--- config.mk ---
export PLATFORM = sky130hd
export DESIGN_NAME = release_rr_lock_arbiter
export DESIGN_NICKNAME = d
export VERILOG_FILES = /design/src/rtl/release_rr_lock_arbiter.sv
export SDC_FILE = /design/constraint.sdc
export NUM_CORES = 1
export LEC_CHECK = 0
export ABC_AREA = 1
export CAP_MARGIN = 20
export CORE_AREA = 2 2 332 334
export DETAILED_ROUTE_END_ITERATION = 6
export DIE_AREA = 0 0 334 336
export GPL_TIMING_DRIVEN = 0
export PLACE_DENSITY_LB_ADDON = 0.12
export SYNTH_ARGS = -nofsm -noshare
export SYNTH_HDL_FRONTEND = slang
export SYNTH_SLANG_ARGS = --single-unit
--- constraint.sdc ---
create_clock -name clk -period 2.6 [get_ports clk]
set_clock_uncertainty 0.2 [all_clocks]
set_input_delay 0.26 -clock clk [delete_from_list [all_inputs] [get_ports clk]]
set_output_delay 0.26 -clock clk [all_outputs]
set_load 0.05 [all_outputs]
--- src/rtl/release_rr_lock_arbiter.sv ---
// ---------------------------------------------------------------------------
// release_rr_lock_arbiter
//
// Round-robin arbiter for the outer-memory release/writeback channel. It
// merges the per-tile client release streams onto the single release input
// of the outer coherence manager. A data-carrying release (BEATS beats) locks
// the arbiter to its requester until every beat has transferred. Priority
// rotates to the requester after the winner once a message completes.
//
// The datapath is purely combinational (zero latency); only the arbitration
// state is registered.
//
// Ports:
//   clk                        clock, all state updates on the rising edge
//   reset                      synchronous active-low reset (0 = in reset)
//   io_in_valid  [N_IN]        per-requester valid
//   io_in_ready  [N_IN]        per-requester ready (at most one set)
//   io_in_bits_*               flattened per-requester fields, requester i
//                              occupies slice [W*(i+1)-1 : W*i]
//   io_out_ready               downstream ready
//   io_out_valid               valid of the selected requester
//   io_out_bits_*              fields of the selected requester
//   io_chosen    [SEL_W]       index of the selected requester
//   io_locked                  arbiter is in the middle of a multi-beat message
//
// State table:
//   state   | meaning
//   S_IDLE  | no message in flight; winner picked by round-robin from rr_ptr
//   S_BURST | multi-beat data release in flight; output pinned to lock_idx
// ---------------------------------------------------------------------------
module release_rr_lock_arbiter #(
  parameter int N_IN   = 4,
  parameter int BEATS  = 4,
  parameter int DATA_W = 128,
  parameter int ADDR_W = 26,
  parameter int XID_W  = 6,
  parameter int SEL_W  = (N_IN > 1) ? $clog2(N_IN) : 1
) (
  input  logic                  clk,
  input  logic                  reset,
  input  logic [N_IN-1:0]       io_in_valid,
  output logic [N_IN-1:0]       io_in_ready,
  input  logic [2*N_IN-1:0]     io_in_bits_addr_beat,
  input  logic [ADDR_W*N_IN-1:0] io_in_bits_addr_block,
  input  logic [XID_W*N_IN-1:0] io_in_bits_client_xact_id,
  input  logic [N_IN-1:0]       io_in_bits_voluntary,
  input  logic [3*N_IN-1:0]     io_in_bits_r_type,
  input  logic [DATA_W*N_IN-1:0] io_in_bits_data,
  input  logic                  io_out_ready,
  output logic                  io_out_valid,
  output logic [1:0]            io_out_bits_addr_beat,
  output logic [ADDR_W-1:0]     io_out_bits_addr_block,
  output logic [XID_W-1:0]      io_out_bits_client_xact_id,
  output logic                  io_out_bits_voluntary,
  output logic [2:0]            io_out_bits_r_type,
  output logic [DATA_W-1:0]     io_out_bits_data,
  output logic [SEL_W-1:0]      io_chosen,
  output logic                  io_locked
);

  localparam int CNT_W = (BEATS > 1) ? $clog2(BEATS) : 1;

  typedef enum logic {
    S_IDLE  = 1'b0,
    S_BURST = 1'b1
  } state_t;

  state_t            state_q, state_d;
  logic [SEL_W-1:0]  lock_idx_q, lock_idx_d;
  logic [SEL_W-1:0]  rr_ptr_q, rr_ptr_d;
  logic [CNT_W-1:0]  beat_cnt_q, beat_cnt_d;

  // Register view used by the combinational path. While reset is held the
  // outputs behave as if the registers already held their reset values, so
  // a reset mid-burst immediately unpins the output and restarts the search
  // at requester 0.
  state_t            state_v;
  logic [SEL_W-1:0]  lock_idx_v;
  logic [SEL_W-1:0]  rr_ptr_v;

  assign state_v    = reset ? state_q    : S_IDLE;
  assign lock_idx_v = reset ? lock_idx_q : '0;
  assign rr_ptr_v   = reset ? rr_ptr_q   : '0;

  // Index arithmetic is modulo N_IN, which matters when N_IN is not a
  // power of two.
  function automatic logic [SEL_W-1:0] add_mod(input logic [SEL_W-1:0] base,
                                               input int              off);
    int sum;
    sum = int'(base) + off;
    if (sum >= N_IN) sum = sum - N_IN;
    return SEL_W'(sum);
  endfunction

  function automatic logic [SEL_W-1:0] wrap_inc(input logic [SEL_W-1:0] x);
    if (x == SEL_W'(N_IN - 1)) return '0;
    return x + SEL_W'(1);
  endfunction

  // Unpack the flattened request fields into per-requester arrays.
  logic [1:0]        beat_a  [N_IN];
  logic [ADDR_W-1:0] block_a [N_IN];
  logic [XID_W-1:0]  xid_a   [N_IN];
  logic [2:0]        rtype_a [N_IN];
  logic [DATA_W-1:0] data_a  [N_IN];

  for (genvar gi = 0; gi < N_IN; gi++) begin : g_unpack
    assign beat_a[gi]  = io_in_bits_addr_beat[2*gi +: 2];
    assign block_a[gi] = io_in_bits_addr_block[ADDR_W*gi +: ADDR_W];
    assign xid_a[gi]   = io_in_bits_client_xact_id[XID_W*gi +: XID_W];
    assign rtype_a[gi] = io_in_bits_r_type[3*gi +: 3];
    assign data_a[gi]  = io_in_bits_data[DATA_W*gi +: DATA_W];
  end

  // Requester selection: pinned while locked, otherwise the first valid
  // requester at or after rr_ptr; rr_ptr itself when nobody is valid.
  logic [SEL_W-1:0] sel;
  logic [SEL_W-1:0] cand;
  logic             found;

  always_comb begin
    sel   = rr_ptr_v;
    cand  = '0;
    found = 1'b0;
    if (state_v == S_BURST) begin
      sel = lock_idx_v;
    end else begin
      for (int k = 0; k < N_IN; k++) begin
        cand = add_mod(rr_ptr_v, k);
        if (!found && io_in_valid[cand]) begin
          sel   = cand;
          found = 1'b1;
        end
      end
    end
  end

  // Output mux.
  assign io_chosen                  = sel;
  assign io_out_valid               = io_in_valid[sel];
  assign io_out_bits_addr_beat      = beat_a[sel];
  assign io_out_bits_addr_block     = block_a[sel];
  assign io_out_bits_client_xact_id = xid_a[sel];
  assign io_out_bits_voluntary      = io_in_bits_voluntary[sel];
  assign io_out_bits_r_type         = rtype_a[sel];
  assign io_out_bits_data           = data_a[sel];
  assign io_locked                  = (state_v == S_BURST);

  // Ready goes only to the selected requester, so a stalled lock owner
  // blocks everyone else.
  always_comb begin
    io_in_ready = '0;
    for (int i = 0; i < N_IN; i++) begin
      io_in_ready[i] = io_out_ready && (sel == SEL_W'(i));
    end
  end

  logic has_data;
  logic fire;

  assign has_data = (io_out_bits_r_type == 3'd0) ||
                    (io_out_bits_r_type == 3'd1) ||
                    (io_out_bits_r_type == 3'd2);
  assign fire     = io_out_valid && io_out_ready;

  // Next-state logic. The beat counter advances on its own and never
  // consults addr_beat from the requester.
  always_comb begin
    state_d    = state_q;
    lock_idx_d = lock_idx_q;
    beat_cnt_d = beat_cnt_q;
    rr_ptr_d   = rr_ptr_q;
    unique case (state_q)
      S_IDLE: begin
        if (fire) begin
          if (has_data) begin
            state_d    = S_BURST;
            lock_idx_d = sel;
            beat_cnt_d = CNT_W'(1);
          end else begin
            rr_ptr_d = wrap_inc(sel);
          end
        end
      end
      S_BURST: begin
        if (fire) begin
          if (beat_cnt_q == CNT_W'(BEATS - 1)) begin
            state_d    = S_IDLE;
            beat_cnt_d = '0;
            rr_ptr_d   = wrap_inc(lock_idx_q);
          end else begin
            beat_cnt_d = beat_cnt_q + CNT_W'(1);
          end
        end
      end
      default: begin
        state_d = S_IDLE;
      end
    endcase
  end

  always_ff @(posedge clk) begin
    if (!reset) begin
      state_q    <= S_IDLE;
      lock_idx_q <= '0;
      beat_cnt_q <= '0;
      rr_ptr_q   <= '0;
    end else begin
      state_q    <= state_d;
      lock_idx_q <= lock_idx_d;
      beat_cnt_q <= beat_cnt_d;
      rr_ptr_q   <= rr_ptr_d;
    end
  end

endmodule

======== Word-level counts from Yosys, hierarchy flattened ========
Index checks and enable logic that the tools add are counted.
word-level totals
  flip-flop bits (word level) ............. 7
  output and inout bits ................... 174
  word-level logic and storage cells ...... 132
operators by class
  eq/ne operators ......................... 12
  bitwise logic cells ..................... 2
  reductions and logical operators ........ 18
  multiplexer cells ....................... 76
  $add $sub $neg .......................... 10
  $lt $le $gt $ge ......................... 10
operator list
  operator             number
  $bmux 128 s2         1
  $mux 128             2
  $mux 2               29
  $bmux 26 s2          1
  $mux 26              2
  $mux 1               25
  $lt 2x3->1 const B   5
  $bmux 1 s2           6
  $bmux 6 s2           1
  $ge 3x3->1 const B   4
  $mux 6               2
  $eq 2x2->1 const B   4
  $logic_and 1x1->1    8
  $pmux 2 s2           2
  $sub 2x1->2 const B  4
  $add 2x1->2 const B  3
  $add 2x2->3 const B  2
  $bmux 3 s2           1
  $mux 3               2
  $ne 2x2->1 const B   3
  $reduce_and 3->1     2
  $bmux 2 s2           1
  $ne 2x1->1 const B   2
  $reduce_and 4->1     1
  12 further kinds     15

======== Logic depth before layout (Yosys ltp) ========
Gate-level depths: netlist of run 1.
  word-level depth ........................ 34
  depth in mapped cells ................... 21
  depth with buffers taken out ............ 20

======== Worst setup path after synthesis of run 1 ========
OpenSTA, ideal clock, no wires.
  path type ............................... input to output
  from .................................... input reset
  to ...................................... output io_out_bits_data[100]
  stages .................................. 11
  arrival ................................. 2.843 ns
  path slack .............................. -0.703 ns
  required time ........................... 2.140 ns
  path through ............................ buf_6 > buf_6 > nand2_1 > inv_1 > nand2_1 > nand2_4 > buf_6 > buf_6 > buf_2 > nor2_1 > o22ai_1
between the ends
  elaborated cells on any way between the ends .. 51
RTL lines
  item                                         line  text
  start: declaration                           40    input logic reset,
  $mux 1                                       81    assign state_v = reset ? state_q : S_IDLE;
  via io_locked                                58    output logic io_locked
  $mux 2                                       125   if (state_v == S_BURST) begin
  via io_chosen[0]                             57    output logic [SEL_W-1:0] io_chosen,
  $not 2->3 (implied by the code)              146   assign io_out_bits_data = data_a[sel];
  $bmux 128 s2                                 146
  $mux 128 (implied by the code) (2 in a row)  146
  end: declaration                             56    output logic [DATA_W-1:0] io_out_bits_data,
The timed path passes the listed nets, and every way through them passes these cells. The select of a mux whose other input is x is not followed.

======== Worst setup path in the final report of run 1 ========
  from .................................... register rr_ptr_q[0]
  to ...................................... output io_out_bits_data[46]
between the ends
  cells in the longest elaborated chain, start to end .. 24
  elaborated cells on any way between the ends .. 49
ends and longest elaborated chain
  item                                             line  text
  start: declaration                               70    logic [SEL_W-1:0] rr_ptr_q, rr_ptr_d;
  start signal: assignment                         212   rr_ptr_q <= rr_ptr_d;
  $mux 2 (*)                                       83    assign rr_ptr_v = reset ? rr_ptr_q : '0;
  $ge 2x3->1 or $sub 2x1->2 (tied branches)        91    if (sum >= N_IN) sum = sum - N_IN;
  $mux 2                                           91
  $mux 2                                           125
  $bmux 1 s2                                       130   if (!found && io_in_valid[cand]) begin
  $mux 1 (implied by the code)                     130
  $mux 1                                           130
  $mux 1                                           125
  [... 7 more ...]                                 --
  $mux 1                                           125
  $logic_not 1->1                                  130
  $logic_and 1x1->1                                130
  $mux 2 (*)                                       130
  $mux 2 (*)                                       125
  $not 2->3 (implied by the code) (*)              146
  $bmux 128 s2 (*)                                 146
  $mux 128 (implied by the code) (*) (2 in a row)  146
Mark *: on every way between the ends. The rest lies on a longest branch, timed or not. The select of a mux whose other input is x is not followed.

==> results of run 1 <==
==> routing by layer <==
metal / track usage, % / vias to the layer above / routed length, um
met5: 0 / - / 125
met2: 25.18 / 484 / 45150
met3: 3.091 / 54 / 5119
met1: 15.38 / 5859 / 33690
met4: 2.176 / 20 / 1165
li1: - / 5770 / -
==> how the worst max path moves through the flow <==
stage                    from                        to  slack (ns)  cells after the start
2_1_floorplan           reset     io_out_bits_data[100]       -0.06                     14
3_3_place_gp   io_in_valid[3]      io_out_bits_data[45]       -2.51                     16
3_5_place_dp   io_in_valid[0]      io_out_bits_data[45]       -2.51                     16
4_1_cts           rr_ptr_q[0]  io_out_bits_addr_beat[0]       -0.72                     16
5_1_grt           rr_ptr_q[1]      io_out_bits_data[46]       -0.75                     16
6_report          rr_ptr_q[0]      io_out_bits_data[46]       -0.58                     18
==> sequential cells by signal, summed over array words and instances, names as in the netlist <==
signal,count
rr_ptr_q,2
state_q,1
beat_cnt_q,2
lock_idx_q,2
==> cell type report <==
type	instances	area (sq um)	share of cell area, %
buffer	111	1824	8.426
clock buffer	4	78.83	0.3641
multi-input combinational	961	7790	35.98
tap	1414	1769	8.172
sequential	7	147.6	0.6820
antenna	5	12.51	0.05779
inverter	29	138.9	0.6415
timing repair buffer	905	9888	45.67
==> Yosys cell counts <==
cell,n
nor2_1,337
nor3_2,1
ha_1,6
nand3_2,4
nand3b_1,3
dfxtp_1,7
o21ai_1,5
nand2_1,64
nor2_4,2
o22ai_1,164
a21oi_4,1
a21oi_1,3
nand4_1,1
nand4_4,1
buf_2,58
inv_1,26
clkbuf_1,45
o21ai_0,322
buf_6,6
nand3_1,30
nor3_1,1
buf_4,3
nand2_4,3
nand3_4,1
nand2_2,11
inv_2,3
a21oi_2,1
==> report_power, final <==
part | switching, mW | total, mW | leakage [nW] | internal [mW]
combinational | 22.9 | 37.9 | 7.41 | 15.0
clock | 0.0666 | 0.272 | 0.0382 | 0.205
sequential | 0.0528 | 0.201 | 0.0585 | 0.148
==> cell families after synthesis <==
| kind of cell | synth area share [%] |
|---|---|
| compound gates | 49.33 |
| simple gates | 34.73 |
| buf+inv | 12.01 |
| flops | 2.558 |
| fa+ha+maj | 1.370 |
==> worst max-delay path: stages, from the launching register on <==
cell and delay (ns):
dfxtp_4 0.35, buf_6 0.13, inv_4 0.04, nand3_2 0.05, nand2_2 0.10, nand2_1 0.07, nand2_2 0.08, nand2_2 0.06
nor2_4 0.11, nand2_1 0.07, nand2_1 0.07, inv_2 0.05, a21oi_4 0.16, buf_6 0.17, buf_12 0.18, buf_12 0.16
o21ai_1 0.11, o22ai_4 0.29, buf_6 0.21
==> cells in the final DEF (no fill, tap or decap), types with 3 or more instances in the layout <==
cell	instances
clkdlybuf4s50_1	666
nor2_1	219
o21ai_1	190
o22ai_4	158
buf_6	119
o21ai_0	86
nor2_2	72
buf_8	72
nand2_1	52
buf_12	52
nor2_4	48
o21ai_2	47
buf_4	44
clkbuf_16	31
nand3_1	22
inv_1	21
nand2_2	15
nand3_2	12
buf_16	12
nand2_4	10
clkbuf_8	7
dlygate4sd2_1	6
diode_2	5
o22ai_2	5
clkbuf_4	5
dfxtp_1	5
o21ai_4	4
inv_2	3
clkinvlp_4	3
nand3b_1	3
a21oi_1	3
ha_1	3
ha_4	3
buf_2	3
==> what timing repair did <==
item	in CTS	in global routing
gates cloned	2	29
endpoints found under the setup margin	180	180
resized for setup	1380	722
setup buffers	5	26
pin swaps	10	85
==> metrics.yaml, run 1 <==
timing:
  tightest_slew_ns: 0.5490
  final-hold-violation-count: 0
  post-route-min-period_ns: 3.184
  setup_viol_count_final: 176
  max-slew-margin-rel_pct: 63.28
  drv_slew: 0
  setup_tns_ns: -84.46
  setup_slack_ns: -0.5841
  hold_slack_ns: 0.2460
  post-route-period-util_pct: 122.5
  rsz0062_at_grt: "true"
  fmax_mhz: 314.1
setup_path:
  critPathArrivalTime_ns: 2.72
  worst_setup_path_end_kind: "output port"
  worstPathMaxFanout: 10
  start_kind: "flop"
  path_class: "reg2out"
  worst_ep_required_time_ns: 2.14
  ff2ff_setup_slack_ns: -0.16
  reg2reg_to: "rr_ptr_q[1]"
  r2r_cells: 18
  r2r_start: "rr_ptr_q[0]"
layout:
  nNetsFinal: 2695
  syn2layout_area_growth_pct: 295.1
  layout-drive-gt1-share_pct: 36.49
  final_cell_area_sq_mm: 0.02165
  final_core_util_pct: 19.97
  fillerInstances: 12120
  stdcell_count: 3436
yosys:
  synth_top_area_share_pct: 29.41
  syn-num-nets: 1786
  ys_warn_count: 0
  synthesis.area_sq_mm: 0.005479
  synth_seq_cells: 7
  synth_area_leader_cell: "o21ai_0"
  synth_area_leaders: "o21ai_0, nor2_1, o22ai_1"
  seq_area_frac_synth_pct: 2.558
  syn_inst: 1109
  synth_cell_types: 27
  syn_avg_cell_area_sq_um: 4.940
floorplanning:
  rows: 121
  io_pins: 845
  die_x_um: 334
  die_h_um: 336
  dieArea_sq_mm: 0.1122
  core_area_sq_mm: 0.1084
  initial_core_util_pct: 5.054
status:
  violations: "setup timing"
  status: "finished with violations"
clocking:
  hold_buffers: 0
  cts_buffers: 3
  clkLatencyLatePin_ns: 0.24
  clockBufferDepth: 2
  path_clk_slew_ns: 0.04
  cts.sinks: 7
  cts-root-buf: "clkbuf_16"
  ctsHtreeMaxLevel: 1
  cts_tree: "yes"
worst_hold_path:
  hold_start: "reset"
  hp-class: "in2reg"
  min_path_cells: 4
  min_to: "rr_ptr_q[0]"
drt:
  drc: 0
  wl_per_cell_um: 24.81
  drt-total-wl_um: 85250
  detail-route-antenna-nets: 0
  vias: 12190
  drt_iter0_markers: 389
  viasPerCell: 3.547
  drtPass1Iterations: 4
placed_design:
  dp.cells: 3366
  postPlaceCellArea_sq_mm: 0.01797
  post-place-ws_ns: -2.512
  gp_congestion: 0.8722
  place_hpwl_um: 68430
  io_buffers: 843
power:
  power_mw: 38.40
  ir_drop_uv: 653.2
  leakagePower_nw: 7.505
  p_per_area_mw_per_mm2: 1774
global_route:
  grt_usage_pct: 13.35
  grt_pass1_wl_um: 105700
  grt_max_degree: 13
  grt_remaining_overflow: 0
  grt_pass1_vias: 12910
  antenna_found_initial: 22
job:
  cap_violations: 0
(Power assumes the default switching activity.)
==> inputs of run 2 (changes only) <==
Settings changed: CAP_MARGIN 20 to default.
==> results of run 2 <==
Same layout as run 1: the final DEF is identical, and so are final timing and power.
==> inputs of run 3 (changes only) <==
Settings changed: REMOVE_ABC_BUFFERS from default to 1.
==> metrics.yaml, run 3 (synthesis gave the netlist of run 1 again) <==
layout:
  nNetsFinal: 2656  # was 2695
  final_cell_mix: "clkdlybuf4s50_1, nor2_1, buf_6"  # was clkdlybuf4s50_1, nor2_1, o21ai_1
  top_regs: "beat_cnt_q (2), lock_idx_q (2), rr_ptr_q (2)"  # unchanged
  layout-drive-gt1-share_pct: 29.68  # was 36.49%
  stdcell_count: 3399  # was 3436
  syn2layout_area_growth_pct: 254.7  # was 295.1%
  layout_commonest_cell: "clkdlybuf4s50_1"  # unchanged
power:
  power_mw: 35.94  # was 38.40 mW
  ir_drop_uv: 778.5  # was 653.2 uV
  p_per_area_mw_per_mm2: 1849  # was 1774 mW/mm^2
  leakagePower_nw: 7.149  # was 7.505 nW
placed_design:
  post-place-ws_ns: -3.785  # was -2.512 ns
  io_buffers: 844  # was 843
  gp_congestion: 0.8771  # was 0.8722
  place_hpwl_um: 63400  # was 68430 um
  dp.cells: 3266  # was 3366
global_route:
  grt_usage_pct: 15.94  # was 13.35%
  grt_remaining_overflow: 0  # unchanged
  antenna_found_initial: 16  # was 22
  grt_pass1_vias: 13090  # was 12910
  grt_max_degree: 65  # was 13
  grt_pass1_wl_um: 121600  # was 105700 um
clocking:
  ctsHtreeMaxLevel: 1  # unchanged
  path_clk_slew_ns: 0.04  # about the same
  hold_buffers: 0  # unchanged
  clkLatencyLatePin_ns: 0.23  # was 0.24 ns
  cts.sinks: 7  # unchanged
  clockBufferDepth: 2  # unchanged
  cts_tree: "yes"  # unchanged
  cts-root-buf: "clkbuf_16"  # unchanged
  cts_buffers: 3  # unchanged
drt:
  wl_per_cell_um: 28.59  # was 24.81 um
  drt_iter0_markers: 449  # was 389
  vias: 12380  # was 12190
  detail-route-antenna-nets: 0  # unchanged
  viasPerCell: 3.641  # was 3.547
  drt-total-wl_um: 97180  # was 85250 um
  drc: 0  # unchanged
  drtPass1Iterations: 5  # was 4
status:
  status: "finished with violations"  # unchanged
  violations: "setup timing"  # unchanged
setup_path:
  cpPeakStageDelay_ns: 0.38  # was 0.35 ns
  worst_setup_path_end_kind: "output port"  # unchanged
  cp.buffers_inverters: 8  # was 7
  critPathArrivalTime_ns: 2.94  # was 2.72 ns
  path_delay_family: "buffers and inverters"  # unchanged
  worstPathMaxFanout: 8  # was 10
  cp_slowest_cell: "dfxtp_4"  # unchanged
  crit_chain: "buf_6, inv_2, nand3_2, nand2_2, nand2_2, nand2_2, nand2_2, nor2_4, nand2_2, nand3_4, nand2_8, buf_16, clkinv_16, buf_16, buf_12, buf_16, o21ai_1, o22ai_2, buf_6"  # was buf_6, inv_4, nand3_2, nand2_2, nand2_1, nand2_2, nand2_2, nor2_4, nand2_1, nand2_1, inv_2, a21oi_4, buf_6, buf_12, buf_12, o21ai_1, o22ai_4, buf_6
  cp_common_cell: "nand2_2"
  worst_ep_required_time_ns: 2.14  # about the same
  start_kind: "flop"  # unchanged
  path_class: "reg2out"  # unchanged
  ff2ff_setup_slack_ns: -0.37  # was -0.16 ns
job:
  cap_violations: 0  # unchanged
floorplanning:
  core_area_sq_mm: 0.1084  # unchanged
  dieArea_sq_mm: 0.1122  # unchanged
  initial_core_util_pct: 5.054  # unchanged
  die_x_um: 334  # unchanged
  rows: 121  # unchanged
  die_h_um: 336  # unchanged
  io_pins: 845  # unchanged
timing:
  setup_slack_ns: -0.7971  # was -0.5841 ns
  max-slew-margin-rel_pct: 63.40  # was 63.28%
  setup_viol_count_final: 180  # was 176
  fmax_mhz: 294.4  # was 314.1 MHz
  post-route-period-util_pct: 130.7  # was 122.5%
  hold_slack_ns: 0.1885  # was 0.2460 ns
  final-hold-violation-count: 0  # unchanged
  setup_tns_ns: -117.31  # was -84.46 ns
  rsz0062_at_grt: "true"  # unchanged
  post-route-min-period_ns: 3.397  # was 3.184 ns
  drv_slew: 0  # unchanged
  tightest_slew_ns: 0.5473  # was 0.5490 ns
worst_hold_path:
  hp-class: "in2reg"  # unchanged
## run 3: changes by cell type in the layout (fill, tap and decap cells not counted), sizes merged
cell	delta
diode	+2
bufbuf	+7
buf	-27
clkinvlp	-2
inv	+4
clkbuf	-28
dlygate4sd2	-1
nand2	+7
clkinv	+1
## run 3: metrics by stage
| step | area [sq um] | utilization, % |
|---|---|---|
| floorplan | 4930 | - |
| global placement | 15150 | 13.97 |
| detailed placement | 15450 | 14.25 |
| CTS | 17890 | 16.51 |
| global route | 19420 | 17.92 |
| finish | 19430 | 17.93 |
## run 3: path summary, 6_finish.rpt
path / cells past startpoint / endpoint / from
worst max-delay path: 19 / io_out_bits_data[120] / rr_ptr_q[0]
worst min-delay path: 3 / rr_ptr_q[0] / reset
worst max register to register: 19 / rr_ptr_q[1] / rr_ptr_q[0]
worst min register to register: 2 / beat_cnt_q[0] / beat_cnt_q[0]
## run 3: layout make-up
cell class              instances  area, sq um
multi-input cells             968         6421
diodes                          7        17.52
inverters                      29        138.9
repair buffers                967        10830
well taps                    1414         1769
flip-flops and latches          7        145.1
repair inverters                3        28.78
clock buffers                   4        78.83
fillers                     12330        88970
## run 3: power breakdown
group | total [mW] | switching [mW] | internal (mW)
Sequential | 0.201 | 0.0559 | 0.145
Clock | 0.260 | 0.0564 | 0.204
Combinational | 35.5 | 23.2 | 12.3
## run 3: what timing repair did
item / 4_1_cts / 5_1_grt
gates resized for setup: 1291 / 499
buffers inserted: 47 / 19
pin swaps: 41 / 66
gates cloned: 47 / 12
endpoints found under the setup margin: 181 / 180
## run 3: routing by layer
metal / track usage [%] / routed length (um) / share of wire, % / vias up
li1: - / - / - / 5691
met1: 18.70 / 40060 / 41 / 6028
met2: 28.93 / 48820 / 50 / 577
met3: 4.106 / 6403 / 6.6 / 69
met4: 3.441 / 1830 / 1.9 / 10
met5: 0 / 61 / 0.063 / -
## run 3: worst reg2reg max path: stages, from the launching register on
cell	delay, ns
dfxtp_4	0.38
buf_6	0.15
inv_2	0.05
nand3_2	0.05
nand2_2	0.11
nand2_2	0.06
nand2_2	0.09
nand2_2	0.07
nor2_4	0.12
nand2_1	0.05
nand2_1	0.07
inv_2	0.06
buf_4	0.15
nand2_8	0.18
nand2_8	0.23
nand3_1	0.20
nand2_2	0.11
nor3_2	0.29
nand3_1	0.15
a21oi_2	0.14
